===== config.mk =====
export PLATFORM = sky130hd
export DESIGN_NAME = bit_scan
export DESIGN_NICKNAME = d
export VERILOG_FILES = /design/src/rtl/bit_scan.sv
export SDC_FILE = /design/constraint.sdc
export NUM_CORES = 1
export LEC_CHECK = 0
export ABC_AREA = 1
export CAP_MARGIN = 20
export CORE_MARGIN = 3
export CORE_UTILIZATION = 30
export DETAILED_ROUTE_END_ITERATION = 10
export SYNTH_ARGS = -nofsm -noshare
export SYNTH_HDL_FRONTEND = slang
export SYNTH_SLANG_ARGS = --single-unit

===== constraint.sdc =====
create_clock -name clk -period 3.5 [get_ports clk]
set_input_delay 0.7 -clock clk [delete_from_list [all_inputs] [get_ports clk]]
set_output_delay 0.7 -clock clk [all_outputs]
set_load 0.01 [all_outputs]

===== src/rtl/bit_scan.sv =====
// bit_scan: serial population count and lowest-set-bit finder for one 32-bit word.
//
// A word is accepted in IDLE, shifted out LSB-first one bit per clock in SCAN while the
// set bits are counted and the position of the first one is latched, then the result is
// held in DONE until the consumer takes it.
//
// Parameters
//   EARLY_EXIT  0: always 32 scan cycles; 1: stop as soon as no set bits remain.
//
// Ports
//   clk         sole clock, rising edge
//   rst_n       asynchronous active-low reset
//   in_valid    in_data is presented
//   in_ready    block can accept a word (IDLE)
//   in_data     32-bit word to scan
//   out_valid   result is valid (DONE)
//   out_ready   consumer takes the result
//   out_count   number of set bits, 0..32
//   out_onehot  exactly one bit set
//   out_zero    no bit set
//   out_index   index of the lowest set bit, 0 when out_zero
module bit_scan #(
  parameter int unsigned EARLY_EXIT = 0
) (
  input  logic        clk,
  input  logic        rst_n,
  input  logic        in_valid,
  output logic        in_ready,
  input  logic [31:0] in_data,
  output logic        out_valid,
  input  logic        out_ready,
  output logic [5:0]  out_count,
  output logic        out_onehot,
  output logic        out_zero,
  output logic [4:0]  out_index
);

  localparam bit EarlyExit = (EARLY_EXIT != 0);

  typedef enum logic [1:0] {
    StIdle,
    StScan,
    StDone
  } state_e;

  state_e      state_q, state_d;
  logic [31:0] shift_q, shift_d;
  logic [4:0]  bit_cnt_q, bit_cnt_d;
  logic [5:0]  count_q, count_d;   // 6 bits so an all-ones word reports 32
  logic [4:0]  index_q, index_d;
  logic        found_q, found_d;   // lowest set bit already latched

  // Next-state and datapath updates.
  always_comb begin
    state_d   = state_q;
    shift_d   = shift_q;
    bit_cnt_d = bit_cnt_q;
    count_d   = count_q;
    index_d   = index_q;
    found_d   = found_q;

    unique case (state_q)
      StIdle: begin
        if (in_valid) begin
          shift_d   = in_data;
          bit_cnt_d = 5'd0;
          count_d   = 6'd0;
          index_d   = 5'd0;
          found_d   = 1'b0;
          state_d   = StScan;
        end
      end

      StScan: begin
        if (shift_q[0]) begin
          count_d = count_q + 6'd1;
          if (!found_q) begin
            index_d = bit_cnt_q;
            found_d = 1'b1;
          end
        end
        shift_d   = {1'b0, shift_q[31:1]};
        bit_cnt_d = bit_cnt_q + 5'd1;
        // Bit 31 is processed on the final fixed-length edge; early exit looks at the
        // word as it will be after this edge's shift.
        if ((bit_cnt_q == 5'd31) || (EarlyExit && (shift_q[31:1] == 31'd0))) begin
          state_d = StDone;
        end
      end

      StDone: begin
        if (out_ready) begin
          state_d = StIdle;
        end
      end

      default: begin
        state_d = StIdle;
      end
    endcase
  end

  always_ff @(posedge clk or negedge rst_n) begin
    if (!rst_n) begin
      state_q   <= StIdle;
      shift_q   <= 32'd0;
      bit_cnt_q <= 5'd0;
      count_q   <= 6'd0;
      index_q   <= 5'd0;
      found_q   <= 1'b0;
    end else begin
      state_q   <= state_d;
      shift_q   <= shift_d;
      bit_cnt_q <= bit_cnt_d;
      count_q   <= count_d;
      index_q   <= index_d;
      found_q   <= found_d;
    end
  end

  // Handshakes are decoded straight from the state register; results come straight from
  // the registered count/index so they stay put through DONE and the following IDLE.
  assign in_ready   = (state_q == StIdle);
  assign out_valid  = (state_q == StDone);
  assign out_count  = count_q;
  assign out_onehot = (count_q == 6'd1);
  assign out_zero   = (count_q == 6'd0);
  assign out_index  = index_q;

endmodule


==> After elaboration in Yosys (flattened, before gate mapping) <==
Cells that the tools add are included.
{ "op_classes": {"n_mux": 17, "n_addsub": 2, "n_reduce_logical": 7, "n_eq_ne": 9} }
{ "op_table": {"columns": ["operator", "n"], "rows": [
  ["case mux 32 bit (2 select lines)", 1],
  ["2-to-1 mux 32 bit", 1],
  ["case mux 5 bit (2 select lines)", 2],
  ["2-to-1 mux 5 bit", 3],
  ["2-to-1 mux 6 bit", 2],
  ["case mux 6 bit (2 select lines)", 1],
  ["!= test 2 bit (second input constant)", 4],
  ["adder 6 x 1 -> 6 bit (second input constant)", 1],
  ["== test 6 x 1 -> 1 bit (second input constant)", 1],
  ["zero test 6 bit", 1],
  ["2-to-1 mux 2 bit", 3],
  ["case mux 2 bit (3 select lines)", 1],
  ["AND reduction 3 bit", 2],
  ["adder 5 x 1 -> 5 bit (second input constant)", 1],
  ["== test 5 bit (second input constant)", 1],
  ["AND reduction 4 bit", 1],
  ["== test 2 x 1 -> 1 bit (second input constant)", 1],
  ["== test 2 bit (second input constant)", 1],
  ["zero test 2 bit", 1],
  ["2-to-1 mux 1 bit", 2],
  ["!= test 2 x 1 -> 1 bit (second input constant)", 1],
  ["case mux 1 bit (2 select lines)", 1],
  ["AND reduction 2 bit", 1],
  ["nonzero test 2 bit", 1]
]} }
{ "totals": {"register_bits": 51, "in_bits": 36, "output_inout_bits": 15} }

==> Logic depth before layout (Yosys ltp) <==
{ "logic_depth": {"ltp_word": 3, "ltp_mapped": 7} }

==> Worst setup path before layout <==
OpenSTA, ideal clock, no wires.
{ "synth_path": {"path_kind": "reg2out", "start": "reg count_q[0], in the netlist out_count[0]", "end": "out out_zero", "required_time_ns": 2.800, "n_path_buf": 0, "arrival_time_ns": 0.921, "stages_incl_launch_ff": 5, "setup_slack_ns": 1.879, "path_cell_list": "dfrtp_1 inv_1 ha_1 nand3_1 nor2_1"} }
{ "synth_between": {"elab_chain_len": 1} }
{ "synth_lines": {"columns": ["element", "line", "text"], "rows": [
  ["start: declaration", "49", "logic [5:0] count_q, count_d;"],
  ["start signal: assignment", "115", "count_q <= count_d;"],
  ["zero test 6 bit", "127", "assign out_zero = (count_q == 6'd0);"],
  ["end: declaration", "34", "output logic out_zero,"]
]} }
Every way passes these cells.

==> Worst setup path in the final report <==
Ends and elaborated chain as after synthesis.

==> key figures <==
Drt
  – Via density per instance: 4.44
  – Drt first-iter violations: 106
  – Average routed wire per standard cell: 11.0 µm
  – Aggregate routed wire length: 4750 µm
  – Remaining DRCs: 0
  – Antenna-violating nets left: 0
  – Pre-antenna DRT Iters: 4
  – Vias: 1923

Die
  – Std cell rows: 31
  – Ports placed on the boundary: 51
  – Starting Density: 31.4%
  – Core footprint: 7370 µm²
  – Horiz. Die Dim: 93.8 µm
  – Die footprint: 8810 µm²
  – Chip height: 93.8 µm

CTS
  – Clock insertion delay at the later pin of the skew report: 0.30 ns
  – Count of hold buffers inserted by post-cts repair: 0
  – Root Driver: clkbuf_8
  – # resized after CTS: 0
  – Clock edge transition at the registers on the reported setup and hold paths: 0.08 ns
  – Clk buf depth: 2
  – CTS tree: done
  – Clock sinks: 51
  – CTS HTree Levels: 2
  – Post-CTS setup-driven buffer insertion count: 0
  – TritonCTS Buffers: 5

STA
  – Measured slew at the worst slew-check pin: 0.830 ns
  – Fin. Hold Viols: 0
  – Largest clock skew in the final design: 0.0104 ns
  – Sum Neg Setup Slack: 0 ns
  – Headroom to the max-slew limit: 44.7%
  – Pins over their slew limit: 0
  – Final min period: 2.42 ns
  – Period Utilization, post-route: 69.2%
  – RSZ-0062 raised after global routing: false
  – Final Setup Violations: 0
  – FMAX: 0.413 GHz

Min path
  – Hold wc startpoint: shift_q[31]$_DFFE_PN0P_
  – Worst hold path class: flip-flop to flip-flop

Cells and area
  – Fill cells: 785
  – Antenna diodes: 0
  – Area growth, synth to finish: 29.0%
  – Post-layout instance area: 2990 µm²
  – NumNets Final: 374
  – Fraction of layout instances using a drive strength above 1: 5.99%

Place
  – Routability congestion estimate from global placement: 0.822
  – Cell area after placement: 2900 µm²
  – Half-perimeter wire length of the detailed placement result: 3320 µm
  – Number of input and output port buffers inserted: 50

Pwr
  – Switch Pwr: 740 µW
  – Internal portion of total power: 1320 µW
  – Static leakage: 0.00140 µW
  – Proportion of power drawn by flip-flops and latches: 47.6%
  – Switching fraction of total power: 35.9%
  – Overall power consumption: 2060 µW
  – Power share of the combinational group: 36.5%
  – Max IR drop VDD: 0.183 mV
  – P per Cell Area: 689 nW/µm²
  – Relative contribution of the clock network to total power: 15.9%

Setup path
  – Worst-case register-to-register setup slack: 2.01 ns
  – Critical path cell sequence: inv_1 -> ha_1 -> nand3_1 -> nor2_1 -> clkdlybuf4s50_1
  – Category of the worst setup path capture point: primary output
  – Worst path slowest cell: clkdlybuf4s50_1
  – Worst Setup Start Kind: flip-flop
  – Launch point of the critical path: out_count[0]$_DFFE_PN0P_
  – Endpoint required time on the critical path: 2.80 ns
  – Startpoint of the worst-slack reg-to-reg timing path: state_q[0]$_DFFE_PN0P_
  – Slowest stage delay, CP: 0.54 ns
  – Arrival time worst endpoint: 1.72 ns
  – Maximum fanout encountered on the critical timing path: 5
  – Critical path class: flip-flop to primary output

Logic synthesis
  – Share of synthesized area spent on multiplexers: 0%
  – Synth top area cells: dfrtp_1 55%, nand2_1 21%, nand3_1 9.1%
  – Synthesized instance count: 284
  – Syn avg cell area: 8.15 µm²
  – Cell area after technology mapping: 2310 µm²
  – Post-synthesis xor/xnor area fraction: 0%
  – Distinct cells, synth: 18
  – Biggest area consumer among synthesized cells: dfrtp_1
  – Part of the Yosys area used for sequential elements: 55.1%
  – Simple-gate portion of the synthesized area: 33.5%
  – Combinational family with the most area after synthesis: simple AND/OR/NAND/NOR gates
  – Share of the synthesized area in the top cell type: 55.1%
  – Yosys warning count: 0
  – Share of the synthesized area in compound gates (AO/OA/AOI/OAI): 4.59%
  – Flip-flop and latch count after synthesis: 51
  – Nets in the synthesized netlist: 325
  – Post-synthesis share of cell area spent on full adders, half adders and majority gates: 2.70%

Global routing
  – Via count of the first global-routing pass: 1938
  – GRT Total Usage: 12.0%
  – Total congestion overflow after global routing: 0
  – Antenna violations before repair: 0
  – First-pass GRT wire length: 8580 µm
  – Largest net degree at the start of global routing: 42

Status
  – Result of the run: completed

Flow run
  – Count of maximum capacitance violations: 0
==> flip-flops by register name, indices dropped and copies added (netlist names) <==
signal and flops:
out_index 5, bit_cnt_q 5, found_q 1, state_q 2, out_count 6, shift_q 32
==> synthesized netlist by cell type <==
master,count
o211ai_1,1
ha_1,5
nand2_2,2
inv_2,3
o21ai_2,1
nand4_1,1
buf_2,10
dfrtp_1,51
nor2_1,9
o31ai_1,1
o21ai_1,5
o21ai_0,10
o21bai_1,1
nand2_1,130
nor2_4,1
inv_1,9
nand3_1,42
or2_2,2
==> layer usage <==
layer / part of all wire, % / global-route usage, %
met1: 50 / 16.0
met2: 45 / 18.7
met3: 4.4 / 2.88
met5: 0 / 0
met4: 0.44 / 4.57
==> placed cells by master, fill, tap and decap left out, types with 2 or more instances in the layout <==
cell,count
nand2_1,130
dfrtp_1,51
clkdlybuf4s50_1,49
nand3_1,42
o21ai_0,10
inv_1,9
nor2_1,8
o21ai_1,5
ha_1,5
clkbuf_8,5
inv_2,3
or2_2,2
nand2_2,2
buf_4,2
==> cell type report <==
cell class	count	area (µm²)	area share, %
Clock buffer	6	72.6	2.43
Timing Repair Buffer	52	510	17.1
Tap cell	99	124	4.15
Inverter	12	45.0	1.51
Clock inverter	2	12.5	0.419
Multi-Input combinational cell	211	946	31.7
Sequential cell	51	1280	42.7
==> kinds of logic (layout without fill, tap and decap cells) <==
kind of cell / Yosys count / in the layout
simple gates: 187 / 187
flops: 51 / 51
compound gates: 19 / 19
fa+ha+maj: 5 / 5
buf+inv: 22 / 72
==> through the flow <==
step,worst slack (ns),utilization [%],hold WS [ns],instances
after CTS,1.04,40.5,0.480,433
after floorplan,1.88,-,0.404,284
after global placement,1.41,39.4,0.453,425
after detailed placement,1.39,39.4,0.459,425
final,1.08,40.5,0.474,433
after global routing,0.956,40.5,0.496,433
==> path summary, 6_finish.rpt <==
kind,endpoint,cells past startpoint
max reg2reg,shift_q[22]$_DFFE_PN0P_,4
max in group asynchronous,bit_cnt_q[2]$_DFFE_PN0P_,2
max,out_zero,5
min reg2reg,shift_q[31]$_DFFE_PN0P_,2
min in group asynchronous,out_index[4]$_DFFE_PN0P_,1
min,shift_q[31]$_DFFE_PN0P_,2
==> critical path, delay by kind of cell (launching register included) <==
| kind | cells | cell delay [ns] |
|---|---|---|
| adders and majority gates | 1 | 0.17 |
| and+or+nand+nor | 2 | 0.17 |
| DFF | 1 | 0.44 |
| buffers and inverters | 2 | 0.66 |
==> power by group through the flow <==
stage          clock (µW)  sequential [µW]  combinational [µW]
6_report              327              981                 751
5_1_grt               369             1010                 875
4_1_cts               346              979                 769
3_5_place_dp            0              989                 766
3_3_place_gp            0              983                 752
2_1_floorplan           0              977                 472
No activity file was read; power rests on OpenSTA's default activity.
